[src/rtl/smc_seq_ctrl_pkg.sv]
// smc_pkg: shared types and constants for the serial Super MOSFET Calculator
// sequencer (smc_seq_ctrl).
//
// Contents:
//   state_e      - sequencer states IDLE / LOAD / CALC
//   N_DEV        - devices per frame (fixed at 6)
//   VAL_W/OUT_W  - per-device result width and frame result width
//   WGT_A/B/C    - weights 3/4/5 applied to the selected three results
//   frameSum()   - weighted or plain sum of three sorted results
//
// Optional feature macro: SMC_GAP_TIMEOUT_EN (adds TIMEOUT_CYC and GAP_W).
package smc_pkg;

  localparam int N_DEV = 6;
  localparam int VAL_W = 7;
  localparam int OUT_W = 10;
  localparam int CNT_W = 3;

`ifdef SMC_GAP_TIMEOUT_EN
  localparam int TIMEOUT_CYC = 15;
  localparam int GAP_W       = 4;
`endif

  localparam logic [OUT_W-1:0] WGT_A = OUT_W'(3);
  localparam logic [OUT_W-1:0] WGT_B = OUT_W'(4);
  localparam logic [OUT_W-1:0] WGT_C = OUT_W'(5);

  typedef enum logic [1:0] {IDLE, LOAD, CALC} state_e;

  // Worst case 3*84 + 4*84 + 5*84 = 1008 still fits in OUT_W bits.
  function automatic logic [OUT_W-1:0] frameSum(
    input logic [VAL_W-1:0] a,
    input logic [VAL_W-1:0] b,
    input logic [VAL_W-1:0] c,
    input logic             weighted
  );
    logic [OUT_W-1:0] ax;
    logic [OUT_W-1:0] bx;
    logic [OUT_W-1:0] cx;
    ax = OUT_W'(a);
    bx = OUT_W'(b);
    cx = OUT_W'(c);
    if (weighted) return ax * WGT_A + bx * WGT_B + cx * WGT_C;
    else          return ax + bx + cx;
  endfunction

endpackage

[src/rtl/smc_seq_ctrl_if.sv]
// smc_seq_ctrl_if: beat input and frame result bundle of the sequencer.
//
// Signals:
//   in_valid/in_ready     - beat handshake (beat taken when both high)
//   mode[1:0]             - [0]=1 ID, 0 gm; [1]=1 largest three, 0 smallest
//   W, V_GS, V_DS         - device parameters, 1..7
//   out_valid, out_n      - one-cycle result strobe and held frame result
//   err_timeout           - one-cycle frame-abort strobe
//
// Modports: master drives beats (testbench / upstream), slave is the sequencer.
// Optional feature macro: SMC_GAP_TIMEOUT_EN (affects err_timeout only).
interface smc_seq_ctrl_if;
  import smc_pkg::*;

  logic             in_valid;
  logic             in_ready;
  logic [1:0]       mode;
  logic [2:0]       W;
  logic [2:0]       V_GS;
  logic [2:0]       V_DS;
  logic             out_valid;
  logic [OUT_W-1:0] out_n;
  logic             err_timeout;

  modport master (
    output in_valid, mode, W, V_GS, V_DS,
    input  in_ready, out_valid, out_n, err_timeout
  );

  modport slave (
    input  in_valid, mode, W, V_GS, V_DS,
    output in_ready, out_valid, out_n, err_timeout
  );

endinterface

[src/rtl/smc_seq_ctrl_dev_calc.sv]
// smc_dev_calc: combinational ID / gm evaluation for one device beat.
//
// Ports:
//   w_i, vgs_i, vds_i - device parameters, valid range 1..7
//   selId_i           - 1 selects drain current ID, 0 selects gm
//   val_o             - truncated result divided by 3, VAL_W bits
//
// Out-of-range inputs (0) give a meaningless result; nothing guards them.
// Optional feature macro: SMC_GAP_TIMEOUT_EN (no effect in this file).
module smc_dev_calc
  import smc_pkg::*;
(
  input  logic [2:0]       w_i,
  input  logic [2:0]       vgs_i,
  input  logic [2:0]       vds_i,
  input  logic             selId_i,
  output logic [VAL_W-1:0] val_o
);

  logic [15:0] w;
  logic [15:0] vgs;
  logic [15:0] vds;
  logic [15:0] prod;
  logic        triode;

  assign w   = 16'(w_i);
  assign vgs = 16'(vgs_i);
  assign vds = 16'(vds_i);

  // Region check plus the numerator of the selected quantity; a 16-bit
  // intermediate keeps every in-range product (max 252) exact before /3.
  always_comb begin
    triode = (vgs > vds + 16'd1);
    prod   = '0;
    if (selId_i) begin
      if (triode) prod = w * vds * (16'd2 * vgs - vds - 16'd2);
      else        prod = w * (vgs - 16'd1) * (vgs - 16'd1);
    end else begin
      if (triode) prod = 16'd2 * w * vds;
      else        prod = 16'd2 * w * (vgs - 16'd1);
    end
    val_o = VAL_W'(prod / 16'd3);
  end

endmodule

[src/rtl/smc_seq_ctrl.sv]
// smc_seq_ctrl: serial sequencer of the Super MOSFET Calculator. Takes six
// device beats per frame, evaluates each on one shared smc_dev_calc unit,
// insertion-sorts the results (descending) into a 6-entry array and emits one
// top-3 / bottom-3, weighted or plain, sum per frame.
//
// Ports:
//   clk  - clock, rising edge
//   rst  - asynchronous reset, active-high
//   bus  - smc_seq_ctrl_if.slave (beat handshake, mode, W/V_GS/V_DS,
//          out_valid, out_n, err_timeout)
//
// Optional feature macro: SMC_GAP_TIMEOUT_EN. When defined, a frame stalled in
// LOAD for TIMEOUT_CYC consecutive cycles is dropped with an err_timeout
// strobe; when undefined err_timeout is tied low.
module smc_seq_ctrl
  import smc_pkg::*;
(
  input  logic          clk,
  input  logic          rst,
  smc_seq_ctrl_if.slave bus
);

  state_e           state_q,    state_d;
  logic [CNT_W-1:0] beatCnt_q,  beatCnt_d;
  logic [1:0]       mode_q,     mode_d;
  logic [VAL_W-1:0] sortArr_q [N_DEV];
  logic [VAL_W-1:0] sortArr_d [N_DEV];
  logic [VAL_W-1:0] insArr    [N_DEV];
  logic [OUT_W-1:0] outN_q,     outN_d;
  logic             outValid_q, outValid_d;
`ifdef SMC_GAP_TIMEOUT_EN
  logic [GAP_W-1:0] gapCnt_q,   gapCnt_d;
  logic             errTimeout_q, errTimeout_d;
`endif

  logic             inReady;
  logic             accept;
  logic             selId;
  logic [VAL_W-1:0] beatVal;

  assign inReady       = (state_q != CALC);
  assign accept        = bus.in_valid && inReady;
  assign bus.in_ready  = inReady;
  assign bus.out_valid = outValid_q;
  assign bus.out_n     = outN_q;
`ifdef SMC_GAP_TIMEOUT_EN
  assign bus.err_timeout = errTimeout_q;
`else
  assign bus.err_timeout = 1'b0;
`endif

  // The first beat of a frame is evaluated with the mode arriving alongside
  // it, because mode_q only captures that mode on the same edge.
  assign selId = (state_q == IDLE) ? bus.mode[0] : mode_q[0];

  smc_dev_calc u_calc (
    .w_i     (bus.W),
    .vgs_i   (bus.V_GS),
    .vds_i   (bus.V_DS),
    .selId_i (selId),
    .val_o   (beatVal)
  );

  // Insertion into the descending array: each slot keeps its value, takes the
  // new one, or inherits its upper neighbour; the bottom entry falls off.
  // Unused slots hold 0, so shifting them out never loses a real result.
  always_comb begin
    insArr[0] = (sortArr_q[0] >= beatVal) ? sortArr_q[0] : beatVal;
    for (int i = 1; i < N_DEV; i++) begin
      if (sortArr_q[i] >= beatVal)        insArr[i] = sortArr_q[i];
      else if (sortArr_q[i-1] >= beatVal) insArr[i] = beatVal;
      else                                insArr[i] = sortArr_q[i-1];
    end
  end

  // Next-state logic: frame start in IDLE, counting and sorting in LOAD, a
  // single result cycle in CALC.
  always_comb begin
    state_d      = state_q;
    beatCnt_d    = beatCnt_q;
    mode_d       = mode_q;
    sortArr_d    = sortArr_q;
    outN_d       = outN_q;
    outValid_d   = 1'b0;
`ifdef SMC_GAP_TIMEOUT_EN
    gapCnt_d     = gapCnt_q;
    errTimeout_d = 1'b0;
`endif

    case (state_q)
      IDLE: begin
        if (accept) begin
          mode_d       = bus.mode;
          beatCnt_d    = CNT_W'(1);
          sortArr_d[0] = beatVal;
          for (int i = 1; i < N_DEV; i++) sortArr_d[i] = '0;
          state_d      = LOAD;
`ifdef SMC_GAP_TIMEOUT_EN
          gapCnt_d     = '0;
`endif
        end
      end

      LOAD: begin
        if (accept) begin
          sortArr_d = insArr;
`ifdef SMC_GAP_TIMEOUT_EN
          gapCnt_d  = '0;
`endif
          if (beatCnt_q == CNT_W'(N_DEV - 1)) begin
            beatCnt_d = CNT_W'(N_DEV);
            state_d   = CALC;
          end else begin
            beatCnt_d = beatCnt_q + CNT_W'(1);
          end
        end
`ifdef SMC_GAP_TIMEOUT_EN
        // This idle edge is the TIMEOUT_CYC-th in a row: drop the frame.
        else if (gapCnt_q == GAP_W'(TIMEOUT_CYC - 1)) begin
          state_d      = IDLE;
          beatCnt_d    = '0;
          gapCnt_d     = '0;
          errTimeout_d = 1'b1;
        end else begin
          gapCnt_d = gapCnt_q + GAP_W'(1);
        end
`endif
      end

      CALC: begin
        if (mode_q[1]) outN_d = frameSum(sortArr_q[0], sortArr_q[1], sortArr_q[2], mode_q[0]);
        else           outN_d = frameSum(sortArr_q[3], sortArr_q[4], sortArr_q[5], mode_q[0]);
        outValid_d = 1'b1;
        beatCnt_d  = '0;
        state_d    = IDLE;
      end

      default: state_d = IDLE;
    endcase
  end

  // State registers; reset discards any partial frame and clears the result.
  always_ff @(posedge clk or posedge rst) begin
    if (rst) begin
      state_q      <= IDLE;
      beatCnt_q    <= '0;
      mode_q       <= '0;
      outN_q       <= '0;
      outValid_q   <= 1'b0;
      for (int i = 0; i < N_DEV; i++) sortArr_q[i] <= '0;
`ifdef SMC_GAP_TIMEOUT_EN
      gapCnt_q     <= '0;
      errTimeout_q <= 1'b0;
`endif
    end else begin
      state_q      <= state_d;
      beatCnt_q    <= beatCnt_d;
      mode_q       <= mode_d;
      outN_q       <= outN_d;
      outValid_q   <= outValid_d;
      for (int i = 0; i < N_DEV; i++) sortArr_q[i] <= sortArr_d[i];
`ifdef SMC_GAP_TIMEOUT_EN
      gapCnt_q     <= gapCnt_d;
      errTimeout_q <= errTimeout_d;
`endif
    end
  end

endmodule

[src/flat_wrapper.sv]
// flat-port wrapper written by rule: the top's interface ports become plain ports
module smc_seq_ctrl_flat import smc_pkg::*;
  (clk, rst, bus_in_valid, bus_mode, bus_W, bus_V_GS, bus_V_DS, bus_in_ready, bus_out_valid, bus_out_n, bus_err_timeout);
  smc_seq_ctrl_if bus_i ();
  input  logic clk;
  input  logic rst;
  input wire logic [$bits(bus_i.in_valid)-1:0] bus_in_valid;
  input wire logic [$bits(bus_i.mode)-1:0] bus_mode;
  input wire logic [$bits(bus_i.W)-1:0] bus_W;
  input wire logic [$bits(bus_i.V_GS)-1:0] bus_V_GS;
  input wire logic [$bits(bus_i.V_DS)-1:0] bus_V_DS;
  output wire logic [$bits(bus_i.in_ready)-1:0] bus_in_ready;
  output wire logic [$bits(bus_i.out_valid)-1:0] bus_out_valid;
  output wire logic [$bits(bus_i.out_n)-1:0] bus_out_n;
  output wire logic [$bits(bus_i.err_timeout)-1:0] bus_err_timeout;
  assign bus_i.in_valid = bus_in_valid;
  assign bus_i.mode = bus_mode;
  assign bus_i.W = bus_W;
  assign bus_i.V_GS = bus_V_GS;
  assign bus_i.V_DS = bus_V_DS;
  assign bus_in_ready = bus_i.in_ready;
  assign bus_out_valid = bus_i.out_valid;
  assign bus_out_n = bus_i.out_n;
  assign bus_err_timeout = bus_i.err_timeout;
  smc_seq_ctrl u_core (.clk(clk), .rst(rst), .bus(bus_i));
endmodule
[config.mk]
export PLATFORM = sky130hd
export DESIGN_NAME = smc_seq_ctrl_flat
export DESIGN_NICKNAME = d
export VERILOG_FILES = /design/src/rtl/smc_seq_ctrl_pkg.sv /design/src/rtl/smc_seq_ctrl_if.sv /design/src/rtl/smc_seq_ctrl_dev_calc.sv /design/src/rtl/smc_seq_ctrl.sv /design/src/flat_wrapper.sv
export SDC_FILE = /design/constraint.sdc
export NUM_CORES = 1
export LEC_CHECK = 0
export ABC_CLOCK_PERIOD_IN_PS = 16900
export BUFFER_PORTS_ARGS = -buffer_cell sky130_fd_sc_hd__clkbuf_2
export CAP_MARGIN = 20
export CORE_MARGIN = 3
export CORE_UTILIZATION = 31
export DETAILED_ROUTE_END_ITERATION = 10
export GPL_TIMING_DRIVEN = 0
export PLACE_DENSITY_LB_ADDON = 0.25
export SLEW_MARGIN = 5
export SYNTH_ARGS = -nofsm -noshare
export SYNTH_HDL_FRONTEND = slang
export SYNTH_SLANG_ARGS = --single-unit
[constraint.sdc]
create_clock -name clk -period 16.9 [get_ports clk]
set_input_delay 2.535 -clock clk [delete_from_list [all_inputs] [get_ports clk]]
set_output_delay 2.535 -clock clk [all_outputs]
set_load 0.03 [all_outputs]
* Yosys cells after proc, flatten, opt, wreduce, memory -nomap -nowiden *
Index checks and enable logic that the tools add are counted.

storage, ports and cells
  bits in registers = 60

operators by class
  add/subtract/negate cells = 13
  multipliers = 10
  divide/modulo/power cells = 1
  order comparisons = 7
  equality and inequality tests = 13
  multiplexer cells = 30
  reduce and logical (&&, ||, !) cells = 13

operator list
  operator               number
  $mux 42                2
  $pmux 42 s2            1
  $mux 7                 11
  $mux 16                3
  $ge 7x7->1             6
  $mux 10                3
  $reduce_and 4->1       6
  $add 10x10->10         2
  $add 10x7->10          2
  $add 9x9->10           2
  $mul 7x3->10 const B   2
  $mul 7x2->9 const B    2
  $add 7x7->8            2
  $div 16x2->16 const B  1
  $gt 3x16->1            1
  $mul 16x16->16         1
  $mul 3x16->15          1
  $mul 3x16->16          1
  $ne 2x2->1 const B     7
  $mul 7x6->13           1
  $mul 3x3->6            2
  $mux 3                 3
  $pmux 3 s3             1
  $mux 2                 3
  other kinds (17)       21

* Logic depth before layout (Yosys ltp) *
Gate-level depths: netlist (run 1).

  word-level depth = 11
  gate-level depth with buffers = 72
  depth with buffers taken out = 66

* By module *
Synthesis (run 1) repeated with hierarchy kept, for this count alone.

second synthesis, totals
  cell total of the unflattened synthesis = 1293
  area, all modules = 11348.4 µm²

modules (own cells, without submodules)
  module        times used  cells an instance  area an instance (µm²)  sequential area each (µm²)
  smc_seq_ctrl  1           672                6497.5                  1501.4
  smc_dev_calc  1           621                4850.9                  0.0

* Worst setup path before layout (run 1) *
Ideal clock, no wire load.

  kind = input-to-reg
  from = input port bus_V_GS[0]
  to = register u_core.sortArr_q[8] (netlist bit)
  setup time = 0.076 ns
  arrival = 17.566 ns
  slack = -0.743 ns
  stages = 66
  buffers on the path = 5
  path through = buf_1 -> clkinv_1 -> ha_1 -> xor2_1 -> clkbuf_1 -> nand2_1 -> fa_1 -> inv_1 -> ha_1 -> a21oi_1 -> a21oi_1 -> o21ai_0 -> nand2b_1 -> fa_1 -> clkbuf_1 -> and2_1 -> fa_1 -> fa_1 -> [30 not listed] -> or3_4 -> a21oi_4 -> a21o_1 -> ha_1 -> nand2b_1 -> a21o_1 -> a21o_1 -> a21oi_1 -> nor2b_1 -> o21ai_0 -> nand2b_1 -> a21o_1 -> clkbuf_1 -> a21o_1 -> inv_1 -> nand2_1 -> a211o_1 -> o21ai_1

between the ends
  word-level cells in the longest chain between the ends = 11
  elaborated cells on any way between the ends = 20
  classes of those cells = add/sub (3); mul (4); div (1); order compare (3); eq/ne (1); mux (7); reduce/logical (1)

ends and longest elaborated chain
  item                                            line                                                                                   source
  from (decl)                                     flat_wrapper.sv:10                                                                     input wire logic [$bits(bus_i.V_GS)-1:0] bus_V_GS;
  $sub 3x1->4 or $sub 4x3->5 (tied branches)      smc_seq_ctrl_dev_calc.sv:37, smc_seq_ctrl_dev_calc.sv:40, smc_seq_ctrl_dev_calc.sv:36
  $mul 3x16->16 or $sub 5x3->6 (tied branches)    smc_seq_ctrl_dev_calc.sv:37, smc_seq_ctrl_dev_calc.sv:36
  $mul 16x16->16 or $mul 7x6->13 (tied branches)  smc_seq_ctrl_dev_calc.sv:37, smc_seq_ctrl_dev_calc.sv:36
  $mux 16                                         smc_seq_ctrl_dev_calc.sv:36                                                            if (triode) prod = w * vds * (16'd2 * vgs - vds - 16'd2);
  $mux 16 *                                       smc_seq_ctrl_dev_calc.sv:35                                                            if (selId_i) begin
  $div 16x2->16 *                                 smc_seq_ctrl_dev_calc.sv:42                                                            val_o = VAL_W'(prod / 16'd3);
  net u_core.beatVal[0]                           smc_seq_ctrl.sv:39                                                                     logic [VAL_W-1:0] beatVal;
  $ge 7x7->1                                      smc_seq_ctrl.sv:71                                                                     else if (sortArr_q[i-1] >= beatVal) insArr[i] = beatVal;
  $mux 7                                          smc_seq_ctrl.sv:71
  $mux 7                                          smc_seq_ctrl.sv:70                                                                     if (sortArr_q[i] >= beatVal) insArr[i] = sortArr_q[i];
  $mux 42                                         smc_seq_ctrl.sv:105                                                                    if (accept) begin
  $pmux 42 s2                                     smc_seq_ctrl.sv:90                                                                     case (state_q)
  to (decl)                                       smc_seq_ctrl.sv:26                                                                     logic [VAL_W-1:0] sortArr_q [N_DEV];

The timed path passes the listed nets; every way through them passes the cells marked *. The select of a mux whose other input is x is not followed.
A chain may end at the register's enable or synchronous reset.

* Worst setup path after layout (run 1) *
  from = input port bus_V_GS[0]
  to = register u_core.sortArr_q[15] (netlist bit)

The elaborated chain is that of the path after synthesis.

==> results of run 1 <==
## registers in the layout, indices dropped and copies added (netlist names)
register,flops
u_core.beatCnt_q,3
u_core.bus.out_n,10
u_core.state_q,2
u_core.sortArr_q,42
u_core.mode_q,2
u_core.bus.out_valid,1
## repair_timing
action                                  4_1_cts  5_1_grt
pin swaps                                    20       52
gates resized for setup                      82       79
endpoints found under the setup margin       42       42
hold buffers                                  0        0
setup buffers                                23       29
## cell usage after synthesis (8+ instances only)
cell | instances | area (sq um)
o21ai_1 | 19 | 95.1
xnor2_1 | 68 | 596
dfrtp_1 | 60 | 1500
nand2b_1 | 35 | 219
and2_1 | 27 | 169
a211oi_1 | 15 | 113
o32ai_1 | 8 | 70.1
a21o_1 | 41 | 308
o21a_1 | 10 | 75.1
nor2b_1 | 29 | 181
o21ai_0 | 44 | 220
o22ai_1 | 8 | 50.1
mux2i_1 | 38 | 380
nand2_1 | 127 | 477
a21oi_1 | 99 | 495
nor2_1 | 84 | 315
nand3_1 | 16 | 80.1
fa_1 | 135 | 2700
inv_1 | 229 | 860
mux4_2 | 8 | 180
clkbuf_1 | 31 | 116
o21bai_1 | 21 | 158
ha_1 | 212 | 2650
xor2_1 | 14 | 123
mux2_2 | 13 | 146
nor3_1 | 16 | 80.1
## routing by layer
layer	vias to the layer above	part of all wire [%]	GRT usage (%)
met2	132	50	29.0
met1	5306	47	21.2
met4	0	1.3	3.51
li1	5311	-	-
met3	33	1.8	0.995
met5	-	0	0
## through the flow
| step | cell area [sq um] | util, % | instances | hold slack (ns) |
|---|---|---|---|---|
| 2_1_floorplan | 13400 | - | 1520 | 0.505 |
| 3_3_place_gp | 14300 | 33.7 | 2122 | 0.494 |
| 3_5_place_dp | 14300 | 33.7 | 2122 | 0.496 |
| 4_1_cts | 15200 | 35.9 | 2154 | 0.509 |
| 5_1_grt | 15700 | 37.1 | 2184 | 0.530 |
| 6_report | 15700 | 37.1 | 2184 | 0.503 |
## final cells by class
cell class / count / area [sq um]
Inverter: 231 / 890
Buffer: 33 / 209
Multi-Input combinational cell: 1189 / 11500
Sequential cell: 60 / 1500
Tap cell: 577 / 722
Clock inverter: 4 / 120
Clock buffer: 12 / 246
Fill cell: 4331 / 26600
Timing Repair Buffer: 78 / 543
## worst max-delay path by stage
stage,endpoint,slack [ns],depth (start not counted)
after floorplan,u_core.sortArr_q[8]$_DFFE_PP0P_,0.04,66
after global placement,u_core.sortArr_q[8]$_DFFE_PP0P_,-2.69,67
after detailed placement,u_core.sortArr_q[8]$_DFFE_PP0P_,-2.86,65
after CTS,u_core.sortArr_q[8]$_DFFE_PP0P_,0.001,65
after global routing,u_core.sortArr_q[22]$_DFFE_PP0P_,-0.05,61
final,u_core.sortArr_q[15]$_DFFE_PP0P_,0.58,63
## cell families after synthesis
kind of cell,after synthesis,share of synthesized area [%]
adders and majority gates,347,40.0
xor gates and xnor gates,86,5.95
DFF,60,11.2
buffers and inverters,271,7.78
and+or+nand+nor,363,12.9
muxes,62,5.56
other,1,0.0280
AOI/OAI and AO/OA,330,16.6
==> reports/metrics.yaml, run 1 <==
status: "finished, final reports clean"
root_buffer: "clkbuf_16"
hp-start: "u_core.bus.out_n[2]$_DFFE_PP0P_"
grt_pass1_vias: 11200
setup_viol: 0
slew_headroom_pct: 27.1
drive_above_1_share_pct: 15.5
cts_tree: "built"
dp_hpwl_microns: 28700
fin_crit_ns: 16.32
synth_nets: 1881
period_share_pct: 96.6
avgRoutedWirePerCell_microns: 16.4
clkLatencyLatePin_ns: 0.35
avgSynthCellArea_sq_um: 8.80
reg2reg_depth: 41
antenna_cells: 0
yosysSeqAreaShare_pct: 11.2
whs_path_depth: 1
hold_end: "u_core.bus.out_n[2]$_DFFE_PP0P_"
rows: 75
end_kind: "flop"
ys_warn_count: 0
crit_required_ns: 17.19
final_cell_mix: "223 x inv_1, 203 x ha_1, 128 x fa_1"
core_sq_um: 42300
ant_nets: 0
max_freq_ghz: 0.0613
path_class: "input pin to flop"
maxCapViolCount: 0
synthDistinctLibCells: 83
tns_ns: 0
hp-class: "flop to flop"
vias: 10782
area_delta_synth_final_pct: 17.2
grt_pass1_wl_microns: 58800
r2r-end: "u_core.sortArr_q[15]$_DFFE_PP0P_"
track_usage_pct: 16.1
synth_top_flop_cell: "dfrtp_1"
crit_slowest_cell: "fa_2"
gp_congestion: 0.852
die_x_microns: 214
grt_max_degree: 61
synth_edf_count: 0
start_util_pct: 31.6
path_common_cell: "a21o_1"
drcViolationCount: 0
dieArea_sq_um: 45700
gr-total-overflow: 0
startpoint: "bus_V_GS[0]"
ys_async_sr_fraction_pct: 100
antenna_found_initial: 0
fin_ws_ns: 0.580
cts_buffers: 9
clk_pin_slew_worst_paths_ns: 0.06
detail_route.iter0.violations: 424
syn-cell-area_sq_um: 13400
htreeDepth: 3
path_buf_inv: 9
rrSetupSlack_ns: 8.06
vias_per_cell: 4.94
slowest_delay_ns: 0.65
max-clock-path-buffers: 2
cp-start-kind: "input pin"
pin_count: 27
syn_inst: 1520
cts_sinks: 60
arrival_ns: 16.61
nNetsFinal: 1963
port_buffers: 25
timing.rr.start: "u_core.state_q[1]$_DFFE_PP0P_"
die_h_microns: 214
mostFrequentLayoutCell: "inv_1"
fin_worst_skew_ns: 0.0127
final-max-slew-violation-count: 0
wl_microns: 35700
cp_top_family: "adder cells"
place_ws_ns: -2.86
cp_max_fo: 11
hold_viol: 0
synth-seq-cells: 60
first_pass_iters: 5
worst_pin_slew_ns: 1.09
Power of run 1 is not shown: default switching activity piles up to over one toggle a cycle in this logic, so the estimate is an artifact.
==> run 2: changes to the inputs <==
- CORE_UTILIZATION: 31 -> 62
- SLEW_MARGIN: 5 -> 20
==> run 2 against run 1 <==
Against the previous run:
- clock skew is 0.0019 ns lower
- first-iteration DRC count is 75% higher
- register-to-register slack lost 0.56 ns
- count of clock-buffer cells in the layout fell by 3
- critical endpoint is now u_core.sortArr_q[29]$_DFFE_PP0P_
==> reports/metrics.yaml, run 2 (synthesis results as in run 1) <==
fin_ws_ns: 0.351  # -0.229 ns
cts_buffers: 9  # unchanged
clk_pin_slew_worst_paths_ns: 0.06  # about the same
dp_hpwl_microns: 26200  # -8.7%
mostFrequentLayoutCell: "inv_1"
cts_sinks: 60  # unchanged
placed_area_sq_um: 13900  # -2.5%
fin_crit_ns: 16.55  # +0.229 ns
detail_route.iter0.violations: 740  # +75%
pin_count: 27  # unchanged
start_util_pct: 63.4  # +32 points
grt_pass1_wl_microns: 55600  # -5.3%
cp-start-kind: "input pin"
max_freq_ghz: 0.0604  # -1.4%
grt_max_degree: 45  # -26%
dieArea_sq_um: 23400  # -49%
crit_slowest_cell: "fa_2"
nNetsFinal: 1969  # +0.31%
hp-class: "flop to flop"
hold_viol: 0  # unchanged
drive_above_1_share_pct: 16.2  # +0.75 points
avgRoutedWirePerCell_microns: 18.6  # +14%
clkLatencyLatePin_ns: 0.34  # about the same
fin_worst_skew_ns: 0.0108  # -0.00192 ns
htreeDepth: 3  # unchanged
arrival_ns: 16.81  # +0.20 ns
cts_tree: "built"
slowest_delay_ns: 0.69  # +0.04 ns
grt_pass1_vias: 11528  # +2.9%
vias: 11400  # +5.7%
track_usage_pct: 28.6  # +13 points
design_area_sq_um: 15400  # -1.7%
slew_headroom_pct: 31.3  # +4.2 points
first_pass_iters: 6  # +1
cts_hold_repair.buffers: 0  # unchanged
vias_per_cell: 6.04  # +22%
drcViolationCount: 0  # unchanged
antenna_found_initial: 0  # unchanged
cp_max_fo: 11  # unchanged
area_delta_synth_final_pct: 15.2
setup_viol: 0  # unchanged
path_class: "input pin to flop"
final_cell_mix: "222 x inv_1, 201 x ha_1, 127 x fa_1"
worst_pin_slew_ns: 1.00  # -0.0886 ns
final_util_pct: 73.1  # +36 points
root_buffer: "clkbuf_16"
port_buffers: 25  # unchanged
path_common_cell: "fa_1"
fillers: 1533  # -65%
period_share_pct: 97.9  # +1.4 points
timing.rr.start: "u_core.state_q[1]$_DFFE_PP0P_"
end_kind: "flop"
maxCapViolCount: 0  # unchanged
crit_required_ns: 17.16  # -0.03 ns
rows: 53  # -29%
antenna_cells: 0  # unchanged
top_register: "u_core.sortArr_q"
core_sq_um: 21100  # -50%
hp-start: "u_core.bus.out_n[4]$_DFFE_PP0P_"
gr-total-overflow: 0  # unchanged
die_h_microns: 153  # -28%
max-clock-path-buffers: 2  # unchanged
final-max-slew-violation-count: 0  # unchanged
die_x_microns: 153  # -28%
wl_microns: 35200  # -1.6%
ant_nets: 0  # unchanged
gp_congestion: 0.941  # +10%
status: "finished, final reports clean"
tns_ns: 0  # unchanged
place_ws_ns: -2.65  # +0.209 ns
startpoint: "bus_V_GS[0]"
largest_register_ffs: 42  # unchanged
-- run 2: stage by stage --
stage / std cells / hold WS, ns
final: 1888 / 0.503
after global routing: 1888 / 0.529
after CTS: 1856 / 0.509
after detailed placement: 1821 / 0.496
after global placement: 1820 / 0.489
after floorplan: 1520 / 0.505
-- run 2: timing repair --
item | 4_1_cts | 5_1_grt
endpoints found under the setup margin | 42 | 42
pin swaps | 15 | 63
gates resized for setup | 67 | 106
setup buffers | 26 | 33
-- run 2: worst paths after layout --
check	endpoint	slack [ns]	depth (start not counted)
worst max register to register	u_core.sortArr_q[29]$_DFFE_PP0P_	7.50	40
max in group asynchronous	u_core.sortArr_q[41]$_DFFE_PP0P_	14.28	3
min in group asynchronous	u_core.beatCnt_q[1]$_DFFE_PP0P_	2.13	2
worst min-delay path	u_core.bus.out_n[4]$_DFFE_PP0P_	0.50	1
worst min register to register	u_core.bus.out_n[4]$_DFFE_PP0P_	0.50	1
worst max-delay path	u_core.sortArr_q[29]$_DFFE_PP0P_	0.35	64
-- run 2: layout make-up --
type	count	area, sq um	share of cell area, %
clock buffers	9	225	1.46
clock inverters	7	100	0.650
inverters	231	887	5.76
flip-flops and latches	60	1500	9.74
repair buffers	84	624	4.05
plain buffers	33	203	1.32
multi-input cells	1189	11500	74.8
well taps	275	344	2.23
-- run 2: critical path: cells and delay by family --
kind,cells,cell delay [ns]
AO/OA/AOI/OAI,24,4.74
XOR/XNOR,3,0.50
adder cells (fa/ha/maj),14,5.59
buffers and inverters,9,0.92
multiplexers,2,0.65
AND/OR/NAND/NOR,12,1.81
-- run 2: routing by layer --
layer / routed length (microns) / GRT usage, % / vias up
li1: - / - / 5321
met1: 14000 / 34.3 / 5575
met2: 18300 / 52.3 / 402
met3: 1370 / 2.43 / 102
met4: 1550 / 12.6 / 0
met5: 0 / 0 / -
Power of run 2 is left out for the same reason.
